===== src/rtl/axis_adc_ddr_calib_run.sv =====
// Longest-passing-run tracker for one IDELAY tap sweep.
// Scores arrive in ascending tap order; the best run is the strictly longest, so ties keep the lower tap.
module axis_adc_ddr_calib_run #(
    parameter int unsigned TAP_WIDTH = 5
) (
    input  logic                 clk,
    input  logic                 resetn,
    input  logic                 clr,
    input  logic                 score_en,
    input  logic                 pass,
    input  logic                 last,
    input  logic [TAP_WIDTH-1:0] tap,
    output logic [TAP_WIDTH-1:0] best_start,
    output logic [TAP_WIDTH:0]   best_len
);

    logic [TAP_WIDTH-1:0] cur_start_q, cur_start_d;
    logic [TAP_WIDTH:0]   cur_len_q, cur_len_d;
    logic [TAP_WIDTH-1:0] best_start_q, best_start_d;
    logic [TAP_WIDTH:0]   best_len_q, best_len_d;

    logic [TAP_WIDTH-1:0] ext_start;
    logic [TAP_WIDTH:0]   ext_len;
    logic [TAP_WIDTH-1:0] close_start;
    logic [TAP_WIDTH:0]   close_len;

    always_comb begin
        ext_len      = cur_len_q + 1'b1;
        ext_start    = (cur_len_q == '0) ? tap : cur_start_q;
        // A passing top tap still closes its run: no wrap-around to tap 0.
        close_len    = pass ? ext_len : cur_len_q;
        close_start  = pass ? ext_start : cur_start_q;

        cur_start_d  = cur_start_q;
        cur_len_d    = cur_len_q;
        best_start_d = best_start_q;
        best_len_d   = best_len_q;

        if (clr) begin
            cur_start_d  = '0;
            cur_len_d    = '0;
            best_start_d = '0;
            best_len_d   = '0;
        end else if (score_en) begin
            if (!pass || last) begin
                cur_len_d = '0;
                if (close_len > best_len_q) begin
                    best_len_d   = close_len;
                    best_start_d = close_start;
                end
            end else begin
                cur_len_d   = ext_len;
                cur_start_d = ext_start;
            end
        end
    end

    always_ff @(posedge clk or negedge resetn) begin
        if (!resetn) begin
            cur_start_q  <= '0;
            cur_len_q    <= '0;
            best_start_q <= '0;
            best_len_q   <= '0;
        end else begin
            cur_start_q  <= cur_start_d;
            cur_len_q    <= cur_len_d;
            best_start_q <= best_start_d;
            best_len_q   <= best_len_d;
        end
    end

    assign best_start = best_start_q;
    assign best_len   = best_len_q;

endmodule


===== src/rtl/axis_adc_ddr_calib.sv =====
// DDR ADC input-delay calibration: sweeps each lane's IDELAY against a known pattern,
// then loads the centre of the longest passing window and reports it per lane.
module axis_adc_ddr_calib #(
    parameter int unsigned ADC_DATA_WIDTH = 7,
    parameter int unsigned TAP_WIDTH      = 5,
    parameter int unsigned SETTLE_CYCLES  = 16,
    parameter int unsigned COMPARE_CYCLES = 256
) (
    input  logic                                aclk,
    input  logic                                aresetn,
    input  logic                                cfg_start,
    input  logic [2*ADC_DATA_WIDTH-1:0]         cfg_pattern,
    input  logic [2*ADC_DATA_WIDTH-1:0]         s_axis_tdata,
    input  logic                                s_axis_tvalid,
    output logic [ADC_DATA_WIDTH-1:0]           dly_ld,
    output logic [TAP_WIDTH-1:0]                dly_tap,
    output logic                                sts_busy,
    output logic                                sts_done,
    output logic [ADC_DATA_WIDTH-1:0]           sts_error,
    output logic [ADC_DATA_WIDTH*TAP_WIDTH-1:0] sts_taps
);

    localparam int unsigned LANE_W  = (ADC_DATA_WIDTH > 1) ? $clog2(ADC_DATA_WIDTH) : 1;
    localparam int unsigned CNT_MAX = (SETTLE_CYCLES > COMPARE_CYCLES) ? SETTLE_CYCLES
                                                                       : COMPARE_CYCLES;
    localparam int unsigned CNT_W   = (CNT_MAX > 1) ? $clog2(CNT_MAX) : 1;

    localparam logic [2:0] S_IDLE   = 3'd0;
    localparam logic [2:0] S_LOAD   = 3'd1;
    localparam logic [2:0] S_SETTLE = 3'd2;
    localparam logic [2:0] S_CHECK  = 3'd3;
    localparam logic [2:0] S_SCORE  = 3'd4;
    localparam logic [2:0] S_CENTER = 3'd5;
    localparam logic [2:0] S_APPLY  = 3'd6;
    localparam logic [2:0] S_DONE   = 3'd7;

    logic [2:0]                          state_q, state_d;
    logic [TAP_WIDTH-1:0]                tap_q, tap_d;
    logic [LANE_W-1:0]                   lane_q, lane_d;
    logic [CNT_W-1:0]                    cnt_q, cnt_d;
    logic                                fail_q, fail_d;
    logic [TAP_WIDTH-1:0]                final_q, final_d;
    logic                                busy_q;
    logic                                done_q, done_d;
    logic [ADC_DATA_WIDTH-1:0]           error_q, error_d;
    logic [ADC_DATA_WIDTH*TAP_WIDTH-1:0] taps_q, taps_d;
    logic                                start_q;

    logic                                start_edge;
    logic                                run_clr;
    logic                                score_en;
    logic                                tap_last;
    logic [TAP_WIDTH-1:0]                best_start;
    logic [TAP_WIDTH:0]                  best_len;

    assign start_edge = cfg_start & ~start_q;
    assign tap_last   = (tap_q == {TAP_WIDTH{1'b1}});

    axis_adc_ddr_calib_run #(
        .TAP_WIDTH (TAP_WIDTH)
    ) u_run (
        .clk        (aclk),
        .resetn     (aresetn),
        .clr        (run_clr),
        .score_en   (score_en),
        .pass       (~fail_q),
        .last       (tap_last),
        .tap        (tap_q),
        .best_start (best_start),
        .best_len   (best_len)
    );

    always_comb begin
        state_d  = state_q;
        tap_d    = tap_q;
        lane_d   = lane_q;
        cnt_d    = cnt_q;
        fail_d   = fail_q;
        final_d  = final_q;
        done_d   = done_q;
        error_d  = error_q;
        taps_d   = taps_q;
        run_clr  = 1'b0;
        score_en = 1'b0;
        dly_ld   = '0;
        dly_tap  = '0;

        case (state_q)
            S_IDLE, S_DONE: begin
                if (start_edge) begin
                    state_d = S_LOAD;
                    lane_d  = '0;
                    tap_d   = '0;
                    done_d  = 1'b0;
                    error_d = '0;
                    taps_d  = '0;
                    run_clr = 1'b1;
                end
            end
            S_LOAD: begin
                dly_ld  = ADC_DATA_WIDTH'(1) << lane_q;
                dly_tap = tap_q;
                cnt_d   = '0;
                fail_d  = 1'b0;
                state_d = S_SETTLE;
            end
            S_SETTLE: begin
                if (cnt_q == CNT_W'(SETTLE_CYCLES - 1)) begin
                    cnt_d   = '0;
                    state_d = S_CHECK;
                end else begin
                    cnt_d = cnt_q + 1'b1;
                end
            end
            S_CHECK: begin
                // Only qualified samples advance the window.
                if (s_axis_tvalid) begin
                    if (s_axis_tdata[2*lane_q +: 2] != cfg_pattern[2*lane_q +: 2]) begin
                        fail_d = 1'b1;
                    end
                    if (cnt_q == CNT_W'(COMPARE_CYCLES - 1)) begin
                        state_d = S_SCORE;
                    end else begin
                        cnt_d = cnt_q + 1'b1;
                    end
                end
            end
            S_SCORE: begin
                score_en = 1'b1;
                if (tap_last) begin
                    state_d = S_CENTER;
                end else begin
                    tap_d   = tap_q + 1'b1;
                    state_d = S_LOAD;
                end
            end
            S_CENTER: begin
                if (best_len == '0) begin
                    error_d[lane_q] = 1'b1;
                    final_d         = '0;
                end else begin
                    final_d = best_start + TAP_WIDTH'((best_len - 1'b1) >> 1);
                end
                taps_d[lane_q*TAP_WIDTH +: TAP_WIDTH] = final_d;
                state_d = S_APPLY;
            end
            S_APPLY: begin
                dly_ld  = ADC_DATA_WIDTH'(1) << lane_q;
                dly_tap = final_q;
                run_clr = 1'b1;
                if (lane_q == LANE_W'(ADC_DATA_WIDTH - 1)) begin
                    done_d  = 1'b1;
                    state_d = S_DONE;
                end else begin
                    lane_d  = lane_q + 1'b1;
                    tap_d   = '0;
                    state_d = S_LOAD;
                end
            end
            default: state_d = S_IDLE;
        endcase
    end

    always_ff @(posedge aclk or negedge aresetn) begin
        if (!aresetn) begin
            state_q <= S_IDLE;
            tap_q   <= '0;
            lane_q  <= '0;
            cnt_q   <= '0;
            fail_q  <= 1'b0;
            final_q <= '0;
            busy_q  <= 1'b0;
            done_q  <= 1'b0;
            error_q <= '0;
            taps_q  <= '0;
            start_q <= 1'b0;
        end else begin
            state_q <= state_d;
            tap_q   <= tap_d;
            lane_q  <= lane_d;
            cnt_q   <= cnt_d;
            fail_q  <= fail_d;
            final_q <= final_d;
            busy_q  <= (state_d != S_IDLE) && (state_d != S_DONE);
            done_q  <= done_d;
            error_q <= error_d;
            taps_q  <= taps_d;
            start_q <= cfg_start;
        end
    end

    assign sts_busy  = busy_q;
    assign sts_done  = done_q;
    assign sts_error = error_q;
    assign sts_taps  = taps_q;

endmodule

===== config.mk =====
export PLATFORM = sky130hd
export DESIGN_NAME = axis_adc_ddr_calib
export DESIGN_NICKNAME = d
export VERILOG_FILES = /design/src/rtl/axis_adc_ddr_calib_run.sv /design/src/rtl/axis_adc_ddr_calib.sv
export SDC_FILE = /design/constraint.sdc
export NUM_CORES = 1
export LEC_CHECK = 0
export ABC_AREA = 0
export CORE_MARGIN = 3
export CORE_UTILIZATION = 45
export CTS_CLUSTER_SIZE = 25
export DETAILED_ROUTE_END_ITERATION = 12
export DONT_BUFFER_PORTS = 1
export PLACE_DENSITY = 0.65
export SETUP_SLACK_MARGIN = 0.1
export SYNTH_ARGS = -nofsm -noshare
export SYNTH_HDL_FRONTEND = slang
export SYNTH_SLANG_ARGS = --single-unit

===== constraint.sdc =====
create_clock -name aclk -period 2.84 [get_ports aclk]
set_input_delay 0.142 -clock aclk [delete_from_list [all_inputs] [get_ports aclk]]
set_output_delay 0.142 -clock aclk [all_outputs]
set_load 0.01 [all_outputs]

Word level (Yosys, flattened, before mapping)
Cells that the tools add are included.
{"block": "word_totals", "reg_bits": 92, "wordCells": 138}
{"block": "classes", "n_addsub": 7, "multipliers": 1, "n_lt_le_gt_ge": 3, "n_eq_ne": 22, "shift": 5, "n_mux": 56, "bitwise": 3, "n_reduce_logical": 26}
{"cell": "$mux 5", "n": 14}
{"cell": "$pmux 35 s2", "n": 1}
{"cell": "$mux 6", "n": 8}
{"cell": "$bwmux 35", "n": 1}
{"cell": "$mux 35", "n": 1}
{"cell": "$shift 5x34->35 const A", "n": 1}
{"cell": "$shiftx 5x34->35", "n": 1}
{"cell": "$neg 6->34", "n": 1}
{"cell": "$shiftx 14x5->2", "n": 2}
{"cell": "$mux 3", "n": 8}
{"cell": "$mux 8", "n": 3}
{"cell": "$pmux 8 s3", "n": 1}
{"cell": "$mux 7", "n": 3}
{"cell": "$pmux 3 s7", "n": 1}
{"cell": "$ne 2x2->1 const B", "n": 9}
{"cell": "$reduce_and 3->1", "n": 6}
{"cell": "$eq 3x3->1 const B", "n": 5}
{"cell": "$pmux 5 s3", "n": 1}
{"cell": "$pmux 7 s2", "n": 1}
{"cell": "$logic_not 6->1", "n": 2}
{"cell": "$reduce_bool 2->1", "n": 6}
{"cell": "$pmux 5 s2", "n": 1}
{"cell": "$reduce_bool 3->1", "n": 3}
{"cell": "$add 8x1->8 const B", "n": 1}
{"cell": "other kinds (30)", "n": 42}

Logic depth before layout (Yosys ltp)
Gate-level depths: netlist of run 1.
{"block": "depth", "depth_word": 7, "ltp_mapped": 12, "ltp_nobuf": 12}

Cells and area by module
From an unflattened synthesis of run 1, not the netlist that was laid out.
{"block": "unflattened", "hier_cells": 556, "hier_area_um2": 5447.7}
{"mod": "axis_adc_ddr_calib", "instances": 1, "cells_each": 402, "area_per_inst_um2": 3921.3}
{"mod": "axis_adc_ddr_calib_run", "instances": 1, "cells_each": 154, "area_per_inst_um2": 1526.5}

Worst setup path after synthesis of run 1
OpenSTA, ideal clock, no wires.
{"block": "synth_timing", "kind": "register to register", "startpoint": "register u_run.cur_len_q[0]", "endpoint": "register u_run.best_start_q[1] (netlist: u_run.best_start[1])", "setup_time_ps": 87, "arrival_time_ps": 2339, "required_ps": 2753, "setup_slack_ps": 414, "stages_incl_launch_ff": 12, "n_path_buf": 1, "synth_period_minus_slack_ps": 2426, "path_cell_list": "dfrtp_1 > ha_1 > nand3_1 > nor2_1 > xor2_1 > ha_1 > nand4_1 > o21bai_1 > a31oi_4 > buf_6 > nor2_1 > a211oi_2"}
{"block": "synth_between", "elab_chain_cells": 7, "elab_cells_between_ends": 12, "cone_classes": "add/sub (1); order compare (1); mux (7); reduce/logical (3)"}
{"item": "start: declaration", "line_no": "axis_adc_ddr_calib_run.sv:18", "text": "logic [TAP_WIDTH:0] cur_len_q, cur_len_d;"}
{"item": "start signal: assignment", "line_no": "axis_adc_ddr_calib_run.sv:66", "text": "cur_len_q <= cur_len_d;"}
{"item": "parallel branches: the longest is 7 deep, another holds $add 6x1->6"}
{"item": "end signal: assignment", "line_no": "axis_adc_ddr_calib_run.sv:67", "text": "best_start_q <= best_start_d;"}
{"item": "end: declaration", "line_no": "axis_adc_ddr_calib_run.sv:19", "text": "logic [TAP_WIDTH-1:0] best_start_q, best_start_d;"}
Several ways; the timed one is not identified. The select of a mux whose other input is x is not followed.
A chain may end at the register's enable or synchronous reset.

Worst setup path in the final report of run 1
{"block": "layout_timing", "startpoint": "register u_run.cur_len_q[0]", "endpoint": "register u_run.best_len_q[5] (netlist: u_run.best_len[5])"}
{"block": "layout_between", "elab_chain_cells": 6, "elab_cells_between_ends": 9, "cone_classes": "add/sub (1); order compare (1); mux (5); reduce/logical (2)"}
{"item": "$add 6x1->6", "line_no": "axis_adc_ddr_calib_run.sv:28", "text": "ext_len = cur_len_q + 1'b1;"}
{"item": "$mux 6 (*)", "line_no": "axis_adc_ddr_calib_run.sv:31", "text": "close_len = pass ? ext_len : cur_len_q;"}
{"item": "parallel branches: the longest is 4 deep, another holds $gt 6x6->1"}
{"item": "end signal: assignment", "line_no": "axis_adc_ddr_calib_run.sv:68", "text": "best_len_q <= best_len_d;"}
{"item": "end: declaration", "line_no": "axis_adc_ddr_calib_run.sv:20", "text": "logic [TAP_WIDTH:0] best_len_q, best_len_d;"}
Mark *: on every way between the ends. The select of a mux whose other input is x is not followed.

==> results.yml, run 1 <==
logic_synthesis:
  synth_top_area_frac: 0.446
  mappedNetlistArea_sq_um: 5160
  synthCells: 540
  synth_seq_cells: 92
  async_reset_ff_frac: 1.00
  yosysMostFrequentCell: "dfrtp_1"
  synth_warnings: 0
  synth.top_cells.by_count: "dfrtp_1, nor2_1, nand2_1, o21ai_0, ha_1"
  synth.area.top_cells: "dfrtp_1, ha_1, nor2_1"
  ys.flop_type: "dfrtp_1"
  syn_area_per_cell_sq_um: 9.56
  syn-num-nets: 597
  synth-seq-area-share: 0.446
  synth_edf_count: 0
  synth.distinct_cells: 61
  yosys.area.top_type: "dfrtp_1"
global_route:
  grt_pass1_vias: 3792
  antenna_found_initial: 0
  grtUsageMet1: 0.273
  grt_use_total: 0.197
  grt_util_met3: 0.0369
  grt_use_met2: 0.312
  grt_max_degree: 93
  overflow: 0
  grt_pass1_wl_microns: 20200
  grt_busiest_layer: "met2"
placement:
  placed_area_sq_um: 5350
  place.detailed.hpwl_microns: 9140
  port_buffers: 0
  gp_congestion: 0.843
routing:
  drtPass1Iterations: 5
  ant_nets: 0
  avgRoutedWirePerCell_microns: 17.8
  viasPerCell: 5.86
  routed_wl_microns: 12400
  vias: 4065
  drcViolationCount: 0
  drt_iter0_markers: 317
floorplanning:
  start_util: 0.468
  die_height_microns: 113
  core_sq_um: 11000
  io_pins: 88
  die_w_microns: 113
  dieArea_sq_um: 12800
  num_rows: 38
cts:
  cts.sinks: 92
  cts-root-buf: "clkbuf_16"
  clock_path_buffers: 2
  cts_tree: "done"
  clock_insertion_delay_worst_skew_ns: 0.34
  cts_setup_buffers: 0
  cts-buffers-inserted: 9
  path_clk_slew_ns: 0.06
  h-tree-depth: 3
power_and_ir_drop:
  power_frac_comb: 0.077
  peakVddDrop_v: 0.000397
  p_leak_uw: 0.00250
  seq_power_share: 0.520
  power_density_nw_per_um2: 498
  p_int_uw: 2080
  switching_share: 0.265
  clockPowerShare: 0.403
  p_sw_uw: 750
worst_setup_path:
  worst-path-buf-inv: 1
  cp_max_fo: 11
  cp_top_family: "adder cells"
  path_cells: "ha_1 -> nand3_1 -> nor2_1 -> xor2_1 -> ha_1 -> nand4_1 -> o21bai_1 -> a31oi_4 -> buf_4 -> mux2i_1 -> nor2_1"
  critPathSlowestCell: "dfrtp_2"
  endpoint_kind: "register"
  cp.arrival_ns: 2.78
  start_kind: "register"
  cpPeakStageDelay_ns: 0.45
  worstPathRequired_ns: 3.07
  path_class: "register to register"
timing:
  hold_violations: 0
  maxSlewHeadroom: 0.469
  tns_ns: 0
  tightest_slew_ns: 0.796
  skew_ns: 0.00675
  setup_violations: 0
  fin_crit_sh: 0.899
  fmax_mhz: 392
  drv_slew: 0
  timing.final.crit_period_ns: 2.55
  rsz0062_at_grt: "no"
layout:
  areaGrowthSynthToFinish_pct: 9.96
  design_area_sq_um: 5680
  register_area_sq_um: 2300
  num-fill-cells: 1011
  fin_nets: 607
  multi_input_area_sq_um: 2670
  drive_gt1_frac: 0.103
  diodes: 0
worst_hold_path:
  hp-class: "primary input to register"
run:
  maxCapViolCount: 0
outcome:
  run_status: "finished clean"
[worst register-to-register path, stage by stage, from the launching register on]
cell and delay [ns]:
dfrtp_2 0.45, ha_1 0.26, nand3_1 0.14, nor2_1 0.06, xor2_1 0.17, ha_1 0.33, nand4_1 0.14, o21bai_1 0.23
a31oi_4 0.20, buf_4 0.21, mux2i_1 0.20, nor2_1 0.05
[metrics by stage]
step | hold WS (ns) | cells | worst slack (ns) | utilization | power (uW)
CTS | 0.0419 | 694 | 0.270 | 0.514 | 2840
floorplan | -0.154 | 540 | 0.414 | - | 1640
finish | 0.0396 | 694 | 0.286 | 0.515 | 2830
global placement | -0.151 | 676 | 0.407 | 0.485 | 1670
global route | 0.0325 | 694 | 0.104 | 0.515 | 2950
detailed placement | -0.151 | 676 | 0.275 | 0.485 | 1680
[final timing paths]
check	from	end	slack, ns	cells after the start
worst max-delay path	u_run.cur_len_q[0]	u_run.best_len[5]	0.29	11
worst min-delay path	s_axis_tvalid	fail_q	0.04	2
worst max register to register	u_run.cur_len_q[0]	u_run.best_len[5]	0.29	11
worst min register to register	final_q[1]	final_q[1]	0.50	2
max in group asynchronous	aresetn	u_run.cur_len_q[0]	2.09	2
min in group asynchronous	aresetn	sts_error[5]	0.38	2
[routing by layer]
layer / wire length, microns / up-vias
met5: 0 / -
met4: 207 / 0
met3: 664 / 14
met2: 5840 / 112
met1: 5670 / 1975
li1: - / 1964
[cells in the final DEF, fill, tap and decap left out, drive strengths merged, types with 16 or more instances in the layout]
master  synthesis  final
buf            13     16
a21oi          16     16
dfrtp          92     92
a22o           20     20
nor2           67     67
mux2i          23     23
inv            24     26
nand3          24     24
nand2          51     51
o21ai          41     41
ha             24     24
[state kept, by name, summed over array words and instances, names as in the netlist]
| signal | flops |
|---|---|
| cnt_q | 8 |
| fail_q | 1 |
| final_q | 5 |
| lane_q | 3 |
| start_q | 1 |
| state_q | 3 |
| sts_busy | 1 |
| sts_done | 1 |
| sts_error | 7 |
| sts_taps | 35 |
| tap_q | 5 |
| u_run.best_len | 6 |
| u_run.best_start | 5 |
| u_run.cur_len_q | 6 |
| u_run.cur_start_q | 5 |
[area by class of cell]
class	instances	share of cell area
Multi-Input combinational cell	404	0.470
Sequential cell	92	0.406
Clock buffer	10	0.0421
Tap cell	140	0.0309
Timing Repair Buffer	18	0.0282
Inverter	25	0.0165
Clock inverter	5	0.00639
[power by group through the flow]
stage	combinational (uW)	clock, uW	sequential [uW]
floorplan	194	0	1440
finish	216	1140	1470
global placement	178	0	1490
global route	253	1210	1480
detailed placement	187	0	1490
CTS	221	1150	1470
[kinds of logic (layout without fill, tap and decap cells)]
logic type / after synthesis / count (layout) / share of synthesized area
and+or+nand+nor: 200 / 200 / 0.186
muxes: 29 / 29 / 0.0577
adders and majority gates: 25 / 25 / 0.0620
AOI/OAI and AO/OA: 133 / 133 / 0.182
xor gates and xnor gates: 17 / 17 / 0.0288
buffers and inverters: 44 / 58 / 0.0376
DFF: 92 / 92 / 0.446
[timing repair]
item                       4_1_cts  5_1_grt
setup endpoints to repair        0        8
hold endpoints to repair        93        0
hold buffers                     3        0
gates resized for setup          0        2
Note: power is estimated with default switching activity, not from simulation.
==> run 2, diff against run 1 <==
--- a/config.mk
+++ b/config.mk
@@ -11,7 +11,7 @@
 export CTS_CLUSTER_SIZE = 25
 export DETAILED_ROUTE_END_ITERATION = 12
 export DONT_BUFFER_PORTS = 1
-export PLACE_DENSITY = 0.65
+export PLACE_DENSITY = 0.67
 export SETUP_SLACK_MARGIN = 0.1
 export SYNTH_ARGS = -nofsm -noshare
 export SYNTH_HDL_FRONTEND = slang
==> constraint.sdc (replaced) <==
create_clock -name aclk -period 2.1 [get_ports aclk]
set_input_delay 0.105 -clock aclk [delete_from_list [all_inputs] [get_ports aclk]]
set_output_delay 0.105 -clock aclk [all_outputs]
set_load 0.01 [all_outputs]
==> run 2 against run 1 <==
- the flow now finishes with violations (hold timing, setup timing)
- critical endpoint is now u_run.best_len[0]
- largest power group unchanged
- first-iteration DRC count fell by 16%
- clock power rose by 43%
- flip-flop and latch count unchanged
- global-route usage rose by 2.1 points
- utilization is 9.1 points higher
- largest cell class unchanged
- critical path type unchanged
- register-to-register slack worse by 0.59 ns
- hold slack worse by 0.59 ns
- non-clock buffer count up 65
==> results.yml, run 2 (synthesis gave the netlist of run 1 again) <==
cts:
  clock_path_buffers: 2
  cts-root-buf: "clkbuf_16"
  cts-buffers-inserted: 9
  cts_hold_buf: 2
  path_clk_slew_ns: 0.07
  cts.sinks: 92
  h-tree-depth: 3
  clock_insertion_delay_worst_skew_ns: 0.35
  cts_tree: "done"
timing:
  setup_violations: 22
  holdWs_ns: -0.552
  tns_ns: -3.65
  timing.final.crit_period_ns: 2.40
  skew_ns: 0.00960
  fin_crit_sh: 1.14
  tightest_slew_ns: 0.486
  hold_violations: 92
  fin_ws_ns: -0.299
  rsz0062_at_grt: "yes"
  maxSlewHeadroom: 0.674
  fmax_mhz: 417
  drv_slew: 0
run:
  maxCapViolCount: 0
worst_setup_path:
  start_kind: "register"
  cpPeakStageDelay_ns: 0.46
  path_cells: "ha_4 -> nand3_4 -> nor2_4 -> xor2_2 -> ha_1 -> nand4_1 -> o21bai_4 -> a31oi_4 -> buf_6 -> mux2i_1 -> nor2b_1"
  worst-path-buf-inv: 1
  reg2reg_slack_ns: -0.30
  endpoint_kind: "register"
  cp.arrival_ns: 2.68
  path_class: "register to register"
  cp_max_fo: 5
  cp_top_family: "adder cells"
  critPathSlowestCell: "dfrtp_2"
  worstPathRequired_ns: 2.38
floorplanning:
  num_rows: 38
  die_w_microns: 113
  core_sq_um: 11000
  io_pins: 88
  start_util: 0.468
  dieArea_sq_um: 12800
  die_height_microns: 113
routing:
  ant_nets: 0
  drt_iter0_markers: 265
  avgRoutedWirePerCell_microns: 18.5
  viasPerCell: 5.79
  drtPass1Iterations: 4
  drcViolationCount: 0
  routed_wl_microns: 14100
  vias: 4399
power_and_ir_drop:
  power_density_nw_per_um2: 590
  p_leak_uw: 0.00291
  peakVddDrop_v: 0.000488
placement:
  gp_congestion: 0.924
  place.detailed.hpwl_microns: 10100
  pre_cts_slack_ns: -0.346
  dp_cells: 723
  port_buffers: 0
  placed_area_sq_um: 5820
layout:
  final_common_cell: "dfrtp_1"
  drive_gt1_frac: 0.324
  layout_common_cells: "dfrtp_1, buf_4, nor2_1, nand2_1, o21ai_0"
  register_area_sq_um: 2310
  areaGrowthSynthToFinish_pct: 29.4
  diodes: 0
  multi_input_area_sq_um: 3140
  final_cells: 760
  largest_reg_flops: 35
  num-fill-cells: 889
  design_area_sq_um: 6680
  fin_nets: 672
outcome:
  run_status: "complete, but fails checks"
  violations: "hold timing, setup timing"
global_route:
  grt_use_total: 0.218
  overflow: 0
  grt_pass1_wl_microns: 22600
  grt_pass1_vias: 4472
  grt_max_degree: 93
  antenna_found_initial: 0
worst_hold_path:
  hp-class: "primary input to asynchronous set/reset pin"
==> run 2: cell count changes in the layout (fill, tap and decap cells not counted), sizes merged <==
cell / change
buf: +65
clkbuf: -1
clkinv: -3
clkinvlp: +1
inv: +4
==> run 2: cell type report <==
type                            instances  area share
Multi-Input combinational cell        404       0.470
Tap cell                              140      0.0262
Sequential cell                        92       0.346
Clock inverter                          7      0.0109
Timing Repair Buffer                   83      0.0985
Clock buffer                            9      0.0337
Inverter                               25      0.0144
==> run 2: routing by layer <==
layer	part of all wire	up-vias	GRT usage	wire (microns)
met4	0.023	0	0.0833	328
met3	0.041	30	0.0439	581
met1	0.42	2177	0.270	5980
met5	0	-	0	0
li1	-	2083	-	-
met2	0.51	109	0.376	7200
==> run 2: repair_timing <==
item                       CTS  global route
pin swaps                   32            38
setup endpoints to repair   51            72
hold endpoints to repair    94            92
setup buffers                9            11
gates resized for setup     37            52
==> run 2: power by group <==
group / switching [uW] / internal [uW] / total [uW]
sequential: 109 / 1850 / 1960
combinational: 193 / 161 / 354
clock: 789 / 843 / 1630
total: 1090 / 2850 / 3940
==> run 2: per-stage QoR <==
step / total power (uW) / utilization
6_report: 3940 / 0.605
5_1_grt: 4090 / 0.605
4_1_cts: 3940 / 0.575
3_5_place_dp: 2300 / 0.527
3_3_place_gp: 2290 / 0.527
2_1_floorplan: 2220 / -
==> run 2: path summary, 6_finish.rpt <==
path / start / end / cells past startpoint
max: u_run.cur_len_q[0] / u_run.best_len[0] / 11
min in group aclk: s_axis_tvalid / state_q[0] / 3
min: aresetn / sts_error[4] / 0
min reg2reg: final_q[2] / final_q[2] / 1
max reg2reg: u_run.cur_len_q[0] / u_run.best_len[0] / 11
max in group asynchronous: aresetn / u_run.cur_len_q[0] / 0
